$ cat config.mk
export PLATFORM = sky130hd
export DESIGN_NAME = channel_batch_packer
export DESIGN_NICKNAME = d
export VERILOG_FILES = /design/src/rtl/channel_batch_packer.sv
export SDC_FILE = /design/constraint.sdc
export NUM_CORES = 1
export LEC_CHECK = 0
export CAP_MARGIN = 40
export CORE_MARGIN = 2
export CORE_UTILIZATION = 45
export CTS_CLUSTER_SIZE = 16
export DETAILED_ROUTE_END_ITERATION = 16
export GPL_TIMING_DRIVEN = 0
export PLACE_DENSITY = 0.67
export SKIP_CTS_REPAIR_TIMING = 1
export SYNTH_ARGS = -nofsm -noshare
export SYNTH_HDL_FRONTEND = slang
export SYNTH_SLANG_ARGS = --single-unit
$ cat constraint.sdc
create_clock -name I_clk -period 21.6 [get_ports I_clk]
set_clock_uncertainty 0.15 [all_clocks]
set_input_delay 2.16 -clock I_clk [delete_from_list [all_inputs] [get_ports I_clk]]
set_output_delay 2.16 -clock I_clk [all_outputs]
set_load 0.01 [all_outputs]
$ cat src/rtl/channel_batch_packer.sv
// -----------------------------------------------------------------------------
// channel_batch_packer
//
// Packs the decoded pixel stream into per-channel batches of CHANNEL_BANDWIDTH
// bits (PPB = CHANNEL_BANDWIDTH/PIXEL_WIDTH pixels per batch) and issues one
// global batch address per completed batch. Batches are numbered from 0 at
// each frame start, up to BANK_DEPTH*CHANNEL_NUMBER batches per frame.
// Assumes PPB >= 2.
//
// Ports
//   I_clk          pixel clock
//   I_rst          synchronous reset, active-high
//   I_frame_start  one-cycle pulse marking the first pixel of a frame
//   I_pixel_valid  a pixel is present this cycle
//   I_pixel_data   one sample per channel
//   O_data_out     completed batch per channel (first pixel in the LSBs)
//   O_address_out  global batch address of O_data_out
//   O_clk_out      batch strobe, rises one cycle after data/address change
//   O_drop         one-cycle pulse when a partial batch is discarded
//   O_overflow     sticky: a pixel arrived after the frame was full
// -----------------------------------------------------------------------------
module channel_batch_packer #(
   parameter int CHANNEL_NUMBER    = 3,
   parameter int CHANNEL_BANDWIDTH = 128,
   parameter int BANK_DEPTH        = 480,
   parameter int PIXEL_WIDTH       = 8
) (
   input  logic                                              I_clk,
   input  logic                                              I_rst,
   input  logic                                              I_frame_start,
   input  logic                                              I_pixel_valid,
   input  logic [PIXEL_WIDTH-1:0]                            I_pixel_data [0:CHANNEL_NUMBER-1],
   output logic [CHANNEL_BANDWIDTH-1:0]                      O_data_out   [0:CHANNEL_NUMBER-1],
   output logic [$clog2(BANK_DEPTH*CHANNEL_NUMBER)-1:0]      O_address_out,
   output logic                                              O_clk_out,
   output logic                                              O_drop,
   output logic                                              O_overflow
);

   localparam int PPB      = CHANNEL_BANDWIDTH / PIXEL_WIDTH;
   localparam int CAPACITY = BANK_DEPTH * CHANNEL_NUMBER;
   localparam int LANE_W   = (PPB > 1) ? $clog2(PPB) : 1;
   localparam int ADDR_W   = $clog2(CAPACITY);

   localparam logic [LANE_W-1:0] LAST_LANE  = LANE_W'(PPB - 1);
   localparam logic [ADDR_W-1:0] LAST_BATCH = ADDR_W'(CAPACITY - 1);

   typedef enum logic [1:0] {IDLE, FILL, FULL} state_t;

   state_t                       state, next_state;
   logic [LANE_W-1:0]            lane;
   logic [LANE_W-1:0]            eff_lane;
   logic [ADDR_W-1:0]            batch;
   logic                         pending;     // completion seen, strobe due next cycle
   logic                         accept;
   logic                         complete;
   logic                         restart;
   logic                         drop_next;
   logic                         ovf_set;
   logic [CHANNEL_BANDWIDTH-1:0] shift_buf [0:CHANNEL_NUMBER-1];
   logic [CHANNEL_BANDWIDTH-1:0] buf_next  [0:CHANNEL_NUMBER-1];

   // Next-state and per-cycle control.
   always_comb begin
      // NOTE: every output of this block gets a default first, so no path can
      // leave a signal unassigned and infer a latch.
      next_state = state;
      accept     = 1'b0;
      complete   = 1'b0;
      restart    = 1'b0;
      drop_next  = 1'b0;
      eff_lane   = lane;
      case (state)
         IDLE, FULL: begin
            if (I_frame_start) begin
               next_state = FILL;
               restart    = 1'b1;
               accept     = I_pixel_valid;
               eff_lane   = '0;
            end
         end
         FILL: begin
            accept   = I_pixel_valid;
            complete = I_pixel_valid && (lane == LAST_LANE);
            if (I_frame_start) begin
               // A completing pixel finishes the old batch; otherwise the
               // frame start pixel opens lane 0 and any partial batch is lost.
               restart = 1'b1;
               if (!complete) begin
                  drop_next = (lane != '0);
                  eff_lane  = '0;
               end
            end else if (complete && batch == LAST_BATCH) begin
               next_state = FULL;
            end
         end
         default: next_state = IDLE;
      endcase
   end

   assign ovf_set = (state == FULL) && I_pixel_valid && !I_frame_start;

   // Buffer image with the current pixel inserted at its lane, so the
   // completing pixel lands in O_data_out on the same edge.
   always_comb begin
      for (int ch = 0; ch < CHANNEL_NUMBER; ch++) begin
         buf_next[ch] = shift_buf[ch];
         buf_next[ch][int'(eff_lane) * PIXEL_WIDTH +: PIXEL_WIDTH] = I_pixel_data[ch];
      end
   end

   // NOTE: the packing buffer has no reset; every lane is rewritten before a
   // batch can complete, so its contents after reset are never observed.
   always_ff @(posedge I_clk) begin
      if (accept) begin
         for (int ch = 0; ch < CHANNEL_NUMBER; ch++) shift_buf[ch] <= buf_next[ch];
      end
   end

   always_ff @(posedge I_clk) begin
      // NOTE: sequential state uses non-blocking assignments so every register
      // samples the pre-edge values regardless of statement order.
      if (I_rst) begin
         state         <= IDLE;
         lane          <= '0;
         batch         <= '0;
         pending       <= 1'b0;
         O_clk_out     <= 1'b0;
         O_drop        <= 1'b0;
         O_overflow    <= 1'b0;
         O_address_out <= '0;
         for (int ch = 0; ch < CHANNEL_NUMBER; ch++) O_data_out[ch] <= '0;
      end else begin
         state     <= next_state;
         pending   <= complete;
         O_clk_out <= pending;
         O_drop    <= drop_next;

         if (restart)      O_overflow <= 1'b0;
         else if (ovf_set) O_overflow <= 1'b1;

         if (complete) begin
            O_address_out <= batch;
            for (int ch = 0; ch < CHANNEL_NUMBER; ch++) O_data_out[ch] <= buf_next[ch];
         end

         if (restart) begin
            batch <= '0;
            lane  <= (accept && !complete) ? LANE_W'(1) : '0;
         end else if (complete) begin
            lane <= '0;
            if (batch != LAST_BATCH) batch <= batch + 1'b1;
         end else if (accept) begin
            lane <= lane + 1'b1;
         end
      end
   end

endmodule

==> flow_summary.json <==
{
  "fp.dieArea_um2": 74910,
  "rsz0062_at_grt": "false",
  "r2r_setup_slack_ns": 15.67,
  "yosys_warnings": 0,
  "ys_async_sr_fraction_pct": 0,
  "grt_pass1_vias": 27190,
  "syn_area_per_cell_um2": 10.03,
  "cts_tree": "done",
  "tightest_slew_ns": 0.9669,
  "yosys.area.top_type": "edfxtp_1",
  "hp-class": "reg2reg",
  "synth_edf_count": 384,
  "maxSlewViolCount": 0,
  "period_needed_ns": 7.271,
  "wl_per_cell_um": 25.49,
  "grt_max_degree": 27,
  "vias": 28950,
  "syn-cell-area_um2": 32730,
  "crit_type": "in2reg",
  "seq_area_frac_synth_pct": 60.67,
  "slew_headroom_pct": 35.34,
  "cts_root_buffer": "clkbuf_16",
  "drc": 0,
  "cts.clk_slew.worst_paths_ns": 0.06,
  "synth_area_leaders": "edfxtp_1, dfxtp_1, nand2_1, o21ai_0, a31oi_1",
  "fin_crit_sh_pct": 33.66,
  "place_congestion": 0.9425,
  "start_util_pct": 45.63,
  "endpoint": "shift_buf[0][192]",
  "nets": 3859,
  "final_cell_area_um2": 41890,
  "yosys_register_bits": 800,
  "die_w_um": 273.7,
  "cts_sinks": 800,
  "maxCapViolCount": 0,
  "synth-main-ff-cell": "dfxtp_1",
  "p_per_area_nw_per_um2": 79.66,
  "startpoint": "I_pixel_valid",
  "grt_pass1_wl_mm": 176.9,
  "port_buffers": 424,
  "yosysTopAreaCellShare_pct": 35.23,
  "setup_viol": 0,
  "finalSetupTns_ns": 0,
  "start_kind": "input pin",
  "die_h_um": 273.7,
  "endpoint_kind": "flip-flop",
  "synth_cell_types": 61,
  "drt-total-wl_mm": 123.5,
  "htree_levels": 3,
  "drt_iter0_drc": 3515,
  "via_per_inst": 5.973,
  "timing.rr.end": "shift_buf[0][192]",
  "ant_nets": 0,
  "max_freq_mhz": 137.5,
  "syn_to_final_growth_pct": 27.97,
  "peakVddDrop_mv": 0.04711,
  "r2r_start": "lane[0]",
  "drtPass1Iterations": 5,
  "place_area_um2": 39040,
  "clk_latency_ns": 0.65,
  "drive_gt1_share_pct": 9.299,
  "clk_path_buf_depth": 3,
  "cp.arrival_ns": 7.50,
  "synth_nets": 3299,
  "grt_usage_pct": 31.89,
  "hold_viol": 0,
  "r2r_cells": 17,
  "cts_buffers": 83,
  "dp_hpwl_mm": 91.36,
  "leakage_nw": 15.38,
  "status": "finished, final reports clean",
  "worstPathMaxFanout": 10,
  "critPathRequiredTime_ns": 21.83,
  "pin_count": 426,
  "rows": 98,
  "core_um2": 71730,
  "synthCells": 3263,
  "antenna_found_initial": 4,
  "overflow": 0
}
routing by layer:
layer	GRT usage, %	share of wire, %	vias up
li1	-	-	12900
met1	41.40	39	14110
met2	48.96	45	1657
met3	8.325	11	284
met4	16.74	5.4	0
met5	0	0	-
cell type report:
cell class                      count  area, µm²
Fill cell                        6265      29850
Sequential cell                   800      19860
Multi-Input combinational cell   2172      11730
Timing Repair Buffer              475       5107
Clock buffer                      123       2411
Tap cell                          950       1189
Buffer                            278       1105
Clock inverter                     32      427.9
Inverter                           13      48.80
Antenna cell                        3      7.507
per-stage QoR:
stage               std cells  total power [W]  hold WS [ns]  setup slack [ns]  util [%]
floorplan                3263         0.001790        0.2638             7.506         -
global placement         4637         0.001860        0.2917            0.8786     53.21
detailed placement       4688         0.001856        0.2998             13.77     54.42
CTS                      4843         0.003334        0.3090             14.44     58.38
global route             4845         0.003415        0.3256             14.12     58.39
finish                   4846         0.003337        0.3077             14.33     58.39
worst max-delay path, stage by stage:
cell and delay, ns:
clkdlybuf4s50_1 0.56, nand4_1 0.22, nor2_1 0.20, buf_2 0.32, buf_2 0.29, clkbuf_1 0.52
clkbuf_1 0.52, a21oi_1 0.16, ha_1 0.30, clkbuf_1 0.35, nand2_1 0.13, nor3_1 0.20
a21bo_2 0.29, buf_2 0.20, nor2_2 0.40, buf_4 0.30, mux2_2 0.36
Yosys cell counts (21+ instances only):
master,instances
o221a_2,62
o21ai_0,257
nor2_1,235
a311oi_1,58
and2_1,39
a21oi_1,39
nor3_1,21
clkbuf_1,225
edfxtp_1,384
buf_2,31
dfxtp_1,416
nand2_1,760
a31oi_1,187
nand3_1,196
mux2_2,73
nor3b_1,23
report_power, final:
group | switching [W] | internal, W
logic | 0.000120 | 0.0000536
clock network | 0.000623 | 0.000885
registers | 0.0000145 | 0.00164
cells by family after synthesis:
logic type      share of synthesized area [%]
compound gates                          14.71
xor+xnor                               0.2944
fa+ha+maj                              0.3058
buf+inv                                 3.524
flops                                   60.67
mux                                     2.737
simple gates                            17.76
sequential cells by signal, summed over array words and instances (netlist names), 2 cells and up:
| register | flops |
|---|---|
| shift_buf | 384 |
| lane | 4 |
| batch | 11 |
| O_address_out | 11 |
| state | 2 |
| O_data_out | 384 |
how the worst min path moves through the flow:
stage / from / end / slack (ns) / cells after the start
6_report: O_address_out[6] / O_address_out[6] / 0.31 / 2
5_1_grt: O_address_out[1] / O_address_out[1] / 0.33 / 2
4_1_cts: O_address_out[6] / O_address_out[6] / 0.31 / 2
3_5_place_dp: O_address_out[6] / O_address_out[6] / 0.30 / 2
3_3_place_gp: O_data_out[315] / O_data_out[315] / 0.29 / 2
2_1_floorplan: pending / O_clk_out / 0.26 / 1
cells in the final DEF, fill, tap and decap left out, drive strengths merged, types with 10 or more instances in the layout:
cell type / netlist / final
nand2: 760 / 760
clkdlybuf4s50: 0 / 424
dfxtp: 416 / 416
edfxtp: 384 / 384
clkbuf: 225 / 348
o21ai: 263 / 263
nor2: 237 / 237
nand3: 196 / 196
a31oi: 187 / 187
buf: 53 / 104
mux2: 76 / 76
o221a: 62 / 62
a311oi: 58 / 58
a21oi: 41 / 41
and2: 39 / 39
nor3b: 23 / 23
nor3: 22 / 22
clkinv: 0 / 22
a32oi: 19 / 19
nand2b: 19 / 19
o311ai: 19 / 19
inv: 13 / 14
o21a: 13 / 13
o211ai: 12 / 12
nor2b: 11 / 11
and3: 11 / 11
nand4: 11 / 11
o31ai: 10 / 10
Power figures use the tool's default switching activity.
